==> src/rtl/spm_pkg.sv <==
// Shared types and constants for the RISC_SPM memory arbiter.
package spm_pkg;

  localparam int ADDR_W = 8;
  localparam int DATA_W = 8;

  typedef enum logic {
    OWN_CPU = 1'b0,
    OWN_LDR = 1'b1
  } owner_t;

  typedef enum logic {
    IDLE      = 1'b0,
    LDR_BURST = 1'b1
  } arb_state_t;

  // Round-robin choice: the side that was not served last wins a tie.
  function automatic owner_t rr_winner(input owner_t last_served);
    return (last_served == OWN_LDR) ? OWN_CPU : OWN_LDR;
  endfunction

endpackage

==> src/rtl/spm_arb_pick.sv <==
// Combinational tie-break between CPU and loader for an unlocked cycle.
module spm_arb_pick
  import spm_pkg::*;
(
  input  logic   cpu_req_i,
  input  logic   ldr_req_i,
  input  owner_t last_served_i,
  input  logic   fair_i,
  output logic   valid_o,
  output owner_t owner_o
);

  always_comb begin
    valid_o = cpu_req_i | ldr_req_i;
    owner_o = OWN_LDR;
    if (cpu_req_i && !ldr_req_i) begin
      owner_o = OWN_CPU;
    end else if (cpu_req_i && ldr_req_i && fair_i) begin
      owner_o = rr_winner(last_served_i);
    end
  end

endmodule

==> src/rtl/spm_mem_arbiter.sv <==
// Single-port RAM arbiter for RISC_SPM: CPU vs program loader with locked loader bursts.
// Define SPM_ARB_FAIR_EN for round-robin tie-break; otherwise the loader wins every tie.
module spm_mem_arbiter
  import spm_pkg::*;
#(
  parameter int ADDR_W    = spm_pkg::ADDR_W,
  parameter int DATA_W    = spm_pkg::DATA_W,
  parameter int MAX_BURST = 8
) (
  input  logic              clk,
  input  logic              rst,
  input  logic              cpu_req,
  input  logic              cpu_we,
  input  logic [ADDR_W-1:0] cpu_addr,
  input  logic [DATA_W-1:0] cpu_wdata,
  output logic              cpu_gnt,
  output logic              cpu_rvalid,
  output logic [DATA_W-1:0] cpu_rdata,
  input  logic              ldr_req,
  input  logic              ldr_we,
  input  logic [ADDR_W-1:0] ldr_addr,
  input  logic [DATA_W-1:0] ldr_wdata,
  input  logic              ldr_last,
  output logic              ldr_gnt,
  output logic              ldr_rvalid,
  output logic [DATA_W-1:0] ldr_rdata,
  output logic [ADDR_W-1:0] mem_addr,
  output logic              mem_we,
  output logic [DATA_W-1:0] mem_wdata,
  input  logic [DATA_W-1:0] mem_rdata
);

  localparam int CNT_W = $clog2(MAX_BURST + 1);
  localparam logic [CNT_W-1:0] MAX_CNT = CNT_W'(MAX_BURST);

  logic arb_fair;
`ifdef SPM_ARB_FAIR_EN
  assign arb_fair = 1'b1;
`else
  assign arb_fair = 1'b0;
`endif

  arb_state_t        state_q, state_d;
  logic [CNT_W-1:0]  beat_cnt_q, beat_cnt_d, beat_cnt_inc;
  owner_t            last_served_q, last_served_d;
  logic              force_cpu_q, force_cpu_d;
  logic              rtag_valid_q, rtag_valid_d;
  owner_t            rtag_owner_q, rtag_owner_d;
  logic [ADDR_W-1:0] mem_addr_q, mem_addr_d;
  logic [DATA_W-1:0] mem_wdata_q, mem_wdata_d;

  logic   gnt_cpu, gnt_ldr;
  logic   pick_valid;
  owner_t pick_owner;

  spm_arb_pick u_pick (
    .cpu_req_i     (cpu_req),
    .ldr_req_i     (ldr_req),
    .last_served_i (last_served_q),
    .fair_i        (arb_fair),
    .valid_o       (pick_valid),
    .owner_o       (pick_owner)
  );

  assign beat_cnt_inc = beat_cnt_q + CNT_W'(1);

  // NOTE: every always_comb output gets a default first so no latch is inferred.
  always_comb begin
    state_d       = state_q;
    beat_cnt_d    = beat_cnt_q;
    last_served_d = last_served_q;
    force_cpu_d   = 1'b0;
    gnt_cpu       = 1'b0;
    gnt_ldr       = 1'b0;

    unique case (state_q)
      IDLE: begin
        // A forced burst release owes the waiting CPU the very next slot.
        if (force_cpu_q && cpu_req) begin
          gnt_cpu = 1'b1;
        end else if (pick_valid) begin
          gnt_cpu = (pick_owner == OWN_CPU);
          gnt_ldr = (pick_owner == OWN_LDR);
        end
      end
      LDR_BURST: begin
        gnt_ldr = ldr_req;
        if (!ldr_req) begin
          state_d    = IDLE;
          beat_cnt_d = '0;
        end
      end
      default: begin
        state_d    = IDLE;
        beat_cnt_d = '0;
      end
    endcase

    // beat_cnt_q is zero in IDLE, so one rule covers burst entry and continuation.
    if (gnt_ldr) begin
      last_served_d = OWN_LDR;
      if (ldr_last || (beat_cnt_inc >= MAX_CNT)) begin
        state_d     = IDLE;
        beat_cnt_d  = '0;
        force_cpu_d = !ldr_last && cpu_req;
      end else begin
        state_d    = LDR_BURST;
        beat_cnt_d = beat_cnt_inc;
      end
    end
    if (gnt_cpu) begin
      last_served_d = OWN_CPU;
    end
  end

  // Grants are gated by reset so nothing reaches the RAM while rst is high.
  assign cpu_gnt = gnt_cpu & ~rst;
  assign ldr_gnt = gnt_ldr & ~rst;

  always_comb begin
    mem_we       = 1'b0;
    mem_addr     = mem_addr_q;
    mem_wdata    = mem_wdata_q;
    rtag_valid_d = 1'b0;
    rtag_owner_d = rtag_owner_q;
    if (cpu_gnt) begin
      mem_we       = cpu_we;
      mem_addr     = cpu_addr;
      mem_wdata    = cpu_wdata;
      rtag_valid_d = ~cpu_we;
      rtag_owner_d = OWN_CPU;
    end else if (ldr_gnt) begin
      mem_we       = ldr_we;
      mem_addr     = ldr_addr;
      mem_wdata    = ldr_wdata;
      rtag_valid_d = ~ldr_we;
      rtag_owner_d = OWN_LDR;
    end
    mem_addr_d  = mem_addr;
    mem_wdata_d = mem_wdata;
  end

  // NOTE: state uses non-blocking assignments so every flop samples pre-edge values.
  always_ff @(posedge clk or posedge rst) begin
    if (rst) begin
      state_q       <= IDLE;
      beat_cnt_q    <= '0;
      last_served_q <= OWN_LDR;
      force_cpu_q   <= 1'b0;
      rtag_valid_q  <= 1'b0;
      rtag_owner_q  <= OWN_CPU;
      mem_addr_q    <= '0;
      mem_wdata_q   <= '0;
    end else begin
      state_q       <= state_d;
      beat_cnt_q    <= beat_cnt_d;
      last_served_q <= last_served_d;
      force_cpu_q   <= force_cpu_d;
      rtag_valid_q  <= rtag_valid_d;
      rtag_owner_q  <= rtag_owner_d;
      mem_addr_q    <= mem_addr_d;
      mem_wdata_q   <= mem_wdata_d;
    end
  end

  assign cpu_rvalid = rtag_valid_q && (rtag_owner_q == OWN_CPU);
  assign ldr_rvalid = rtag_valid_q && (rtag_owner_q == OWN_LDR);
  assign cpu_rdata  = mem_rdata;
  assign ldr_rdata  = mem_rdata;

endmodule
==> config.mk <==
export PLATFORM = sky130hd
export DESIGN_NAME = spm_mem_arbiter
export DESIGN_NICKNAME = d
export VERILOG_FILES = /design/src/rtl/spm_pkg.sv /design/src/rtl/spm_arb_pick.sv /design/src/rtl/spm_mem_arbiter.sv
export SDC_FILE = /design/constraint.sdc
export NUM_CORES = 1
export LEC_CHECK = 0
export ABC_AREA = 1
export ABC_CLOCK_PERIOD_IN_PS = 1610
export CAP_MARGIN = 10
export CORE_UTILIZATION = 35
export CTS_CLUSTER_DIAMETER = 80
export CTS_CLUSTER_SIZE = 12
export DETAILED_ROUTE_END_ITERATION = 8
export PLACE_DENSITY = 0.77
export SLEW_MARGIN = 10
export SYNTH_ARGS = -nofsm -noshare
export SYNTH_HDL_FRONTEND = slang
export SYNTH_SLANG_ARGS = --single-unit
==> constraint.sdc <==
create_clock -name clk -period 1.61 [get_ports clk]
set_input_delay 0.4025 -clock clk [delete_from_list [all_inputs] [get_ports clk]]
set_output_delay 0.4025 -clock clk [all_outputs]
set_load 0.02 [all_outputs]
# ---- Word level (Yosys, flattened, before mapping)
# Index checks and enable logic that the tools add are counted.
dict set report classes {
  add_sub_neg 1
  order_cmp 1
  eq_ne 1
  n_mux 27
  n_bitwise 8
  n_reduce_logical 11
}
# op n
set op_table {}
lappend op_table {{two-way mux 8 bit} 4}
lappend op_table {{two-way mux 1 bit} 18}
lappend op_table {{two-way mux 4 bit} 4}
lappend op_table {{logical AND 1 bit} 5}
lappend op_table {{inverter 1 bit} 5}
lappend op_table {{adder 4 x 1 -> 4 bit, second input constant} 1}
lappend op_table {{greater-or-equal comparator 4 bit, second input constant} 1}
lappend op_table {{nonzero test 2 bit} 2}
lappend op_table {{AND 1 bit} 2}
lappend op_table {{logical NOT 1 bit} 2}
lappend op_table {{!= test 2 x 1 -> 1 bit, second input constant} 1}
lappend op_table {{case mux 1 bit (2 select lines)} 1}
lappend op_table {{AND reduction 2 bit} 1}
lappend op_table {{logical OR 1 bit} 1}
lappend op_table {{bitwise OR 1 bit} 1}
dict set report totals {
  ff_bits 24
  inputBits 47
  output_inout_bits 37
  wordCells 56
}

# ---- Logic depth before layout (Yosys ltp)
# Gate-level depths: netlist of the first run.
dict set report depth {
  depth_word 9
  ltp_mapped 7
  mapped_depth_nobuf 6
}

# ---- By module
# A second synthesis of the first run with hierarchy kept.
dict set report unflattened {
  hier_cells 217
  area_unflattened_um2 1549.0
}
# mod n_inst cells_per_inst area_each_um2 seq_area_each_um2
set modules_own_cells {}
lappend modules_own_cells {spm_mem_arbiter 1 213 1531.5 626.9}
lappend modules_own_cells {spm_arb_pick 1 4 17.5 0.0}

# ---- Least setup slack after synthesis of the first run
# No wires, ideal clock.
dict set report synth_timing {
  path_type {input-to-output}
  startpoint {input port rst}
  endpoint {output port mem_addr[0]}
  arrival_time_ps 1371
  required_ps 1207
  setup_slack_ps -163
  stages 5
  path_buffers 1
  cell_sequence {inv_2 buf_2 nand4_1 nand3_1 nand2_1}
}
dict set report synth_via {
  elab_chain_cells 4
  word_cells_on_any_way 5
  classes_between {2 x mux; 3 x bitwise}
}
# element line_no
set synth_lines {}
lappend synth_lines {{start, declared} spm_mem_arbiter.sv:11} ;# input logic rst,
lappend synth_lines {{inverter 1 bit *} {spm_mem_arbiter.sv:117, spm_mem_arbiter.sv:118}}
lappend synth_lines {{AND 1 bit} spm_mem_arbiter.sv:118} ;# assign ldr_gnt = gnt_ldr & ~rst;
lappend synth_lines {{two-way mux 8 bit} spm_mem_arbiter.sv:132} ;# end else if (ldr_gnt) begin
lappend synth_lines {{two-way mux 8 bit *} spm_mem_arbiter.sv:126} ;# if (cpu_gnt) begin
lappend synth_lines {{end, declared} spm_mem_arbiter.sv:27} ;# output logic [ADDR_W-1:0] mem_addr,
# Mark *: on every way between the ends. The rest lies on a longest branch, timed or not.

# ---- Worst setup path in the final report of the first run
dict set report layout_timing {
  startpoint {register state_q}
  endpoint {output port mem_addr[5]}
}
dict set report layout_via {
  elab_chain_cells 5
  word_cells_on_any_way 7
  classes_between {4 x mux; 3 x bitwise}
}
# element line_no
set layout_lines {}
lappend layout_lines {{start, declared} spm_mem_arbiter.sv:43} ;# arb_state_t state_q, state_d;
lappend layout_lines {{start signal, assigned} spm_mem_arbiter.sv:155} ;# state_q <= state_d;
lappend layout_lines {{inverter 1 bit} n/a}
lappend layout_lines {{case mux 1 bit (2 select lines)} spm_mem_arbiter.sv:76} ;# unique case (state_q)
lappend layout_lines {{AND 1 bit} spm_mem_arbiter.sv:118}
lappend layout_lines {{two-way mux 8 bit} spm_mem_arbiter.sv:132}
lappend layout_lines {{two-way mux 8 bit *} spm_mem_arbiter.sv:126}
# Marks and branches as above.

==> results of run 1 <==
==> cells in the mapped netlist <==
cell,n,area (sq um)
buf_2,5,25.0
buf_4,16,120
buf_6,2,22.5
dfrtp_1,24,601
ha_1,1,12.5
inv_1,41,154
inv_2,4,15.0
nand2_1,63,236
nand3_1,18,90.1
nand3_4,3,52.6
nand4_1,20,125
nor2_1,6,22.5
nor2_2,1,6.26
nor3_1,1,5.00
o21a_1,1,7.51
o21ai_0,1,5.00
o21ai_1,1,5.00
xor2_1,1,8.76
==> worst max-delay path by stage <==
stage,to,slack (ns)
3_5_place_dp,mem_addr[7],-1.02
6_report,mem_addr[5],-0.24
5_1_grt,mem_addr[3],-0.34
3_3_place_gp,mem_addr[0],-0.99
2_1_floorplan,mem_addr[0],0.01
4_1_cts,mem_addr[7],-0.22
==> layer usage <==
metal  vias up  part of all wire  track usage
met2        45              0.54        0.354
met5         -                 0            0
met3         2             0.044       0.0186
met4         0            0.0037       0.0286
met1       697              0.41        0.232
li1        794                 -            -
==> power breakdown <==
part	internal [uW]	total, uW	switching, uW
logic	445	830	384
registers	684	717	32.4
clock network	166	335	168
==> worst max-delay path: cells and delay by family, from the launching register on <==
kind          cells  cell delay (ns)
flops             1             0.43
simple gates      5             0.55
buf+inv           2             0.22
==> timing repair <==
item / 4_1_cts / 5_1_grt
endpoints found under the setup margin: 22 / 20
gates resized for setup: 142 / 15
pin swaps: 6 / 3
cloned: 2 / 0
buffers inserted: 11 / 1
==> state kept, by name (all words and copies together), names as in the netlist <==
name,cells
state_q,1
mem_wdata_q,8
mem_addr_q,8
beat_cnt_q,4
rtag_owner_q,1
force_cpu_q,1
rtag_valid_q,1
==> area by class of cell <==
| cell class | instances | area [sq um] |
|---|---|---|
| well taps | 50 | 62.6 |
| clock buffers | 3 | 41.3 |
| flip-flops and latches | 24 | 601 |
| fillers | 358 | 1500 |
| repair buffers | 100 | 1030 |
| multi-input cells | 118 | 676 |
| inverters | 45 | 171 |
==> kinds of logic after synthesis <==
family	count (synthesis)	synth area share
DFF	24	0.397
xor gates and xnor gates	1	0.00579
adders and majority gates	1	0.00826
AOI/OAI and AO/OA	3	0.0116
buffers and inverters	68	0.222
and+or+nand+nor	112	0.355
==> stage by stage <==
| step | hold WS [ns] | instances |
|---|---|---|
| 6_report | 0.417 | 340 |
| 5_1_grt | 0.426 | 340 |
| 2_1_floorplan | 0.456 | 209 |
| 3_5_place_dp | 0.503 | 323 |
| 3_3_place_gp | 0.499 | 323 |
| 4_1_cts | 0.403 | 339 |
==> impl_metrics.ini, run 1 <==
[worst_setup_path]
r2r_start = state_q$_DFF_PP0_
rrSetupSlack_ns = -0.14
worstReg2RegEnd = mem_addr_q[6]$_DFF_PP0_
worst_path_most_repeated_cell = nand3_4
end_kind = primary output
crit_chain = inv_2 -> nand3_4 -> nand3_4 -> nand2_1 -> nand3_1 -> nand2_2 -> buf_6
crit_path_start = state_q$_DFF_PP0_
max_stage_delay_ns = 0.43
crit_required_ns = 1.21
critPathMaxFanout = 9
start_kind = flip-flop
critPathKind = flip-flop to primary output
critPathSlowestCell = dfrtp_1
cp.arrival_ns = 1.45
worst_r2r_path_depth = 11

[floorplan]
pin_count = 84
die_h_um = 67.8
rows = 23
die_area_sq_um = 4590
core_sq_um = 4090
initial_core_util = 0.370
die_w_um = 67.8

[route]
viasPerCell = 4.52
vias = 1538
wl_um = 4090
drcViolationCount = 0
dr.pass1.iters = 4
wl_per_cell_um = 12.0
antenna_left = 0
drtIter0Drc = 40

[sta]
clock.fmax_ghz = 0.540
rsz0062_at_grt = yes
slew_headroom = 0.796
drv_slew = 0
tightest_slew_ns = 0.306
post-route-period-util = 1.15
fin_skew_ns = 0.00636
timing.final.crit_period_ns = 1.85
timing.setup.tns_ns = -4.07
setup_viol = 20
hold_viol_final = 0
fin_ws_ns = -0.241

[yosys]
synth_cell_types = 18
avgSynthCellArea_sq_um = 7.24
ys_ff_latch = 24
yosys_warnings = 0
synth_seq_area_share = 0.397
synth_cells = 209
synth_area_sq_um = 1510
syn_nets = 257

[final_layout]
design_area_sq_um = 2580
layout_commonest_cell = nand2_1
syn_to_final_growth_pct = 70.7
num-nets-final = 340
drive_gt1_frac = 0.338
final_core_util = 0.633
n_antenna_cell = 0
final_cell_mix = 46 x nand2_1, 40 x inv_1, 35 x clkdlybuf4s50_1

[global_route]
overflow = 0
grt_pass1_wl_um = 6570
grt_max_degree = 19
grt_pass1_vias = 1505
track_usage = 0.188
grt_antenna_before_repair = 0

[placed_design]
hpwl_um = 2670
port_buffers = 59
place_ws_ns = -1.02
place_area_sq_um = 2260
place_congestion = 0.737

[cts]
numCtsBuffers = 3
cts-htree-levels = 1
cts_hold_buf = 0
clock-root-buffer = clkbuf_8
cts_buffer_depth = 2
numClockSinks = 24
clock_latency_ns = 0.25
clk_pin_slew_ns = 0.08
tritoncts = yes

[power]
power_uw = 1880
p_leak_uw = 0.00140
vdd_ir_drop_max_mv = 0.435
powerDensity_nw_per_um2 = 728

[status]
violations = setup timing
status = finished, violations left

[run]
maxCapViolCount = 0

[worst_hold_path]
worstHoldPathType = primary input to asynchronous set/reset pin
No activity file was read; power rests on OpenSTA's default activity.
==> run 2, diff against run 1 <==
- TNS_END_PERCENT: unset -> 100
==> results of run 2 <==
The final DEF is identical to that of run 1; final timing and power are the same.
==> run 3, diff against run 2 <==
- SLEW_MARGIN: 10 -> 20
==> results of run 3 <==
The final DEF is identical to that of run 1; final timing and power are the same.
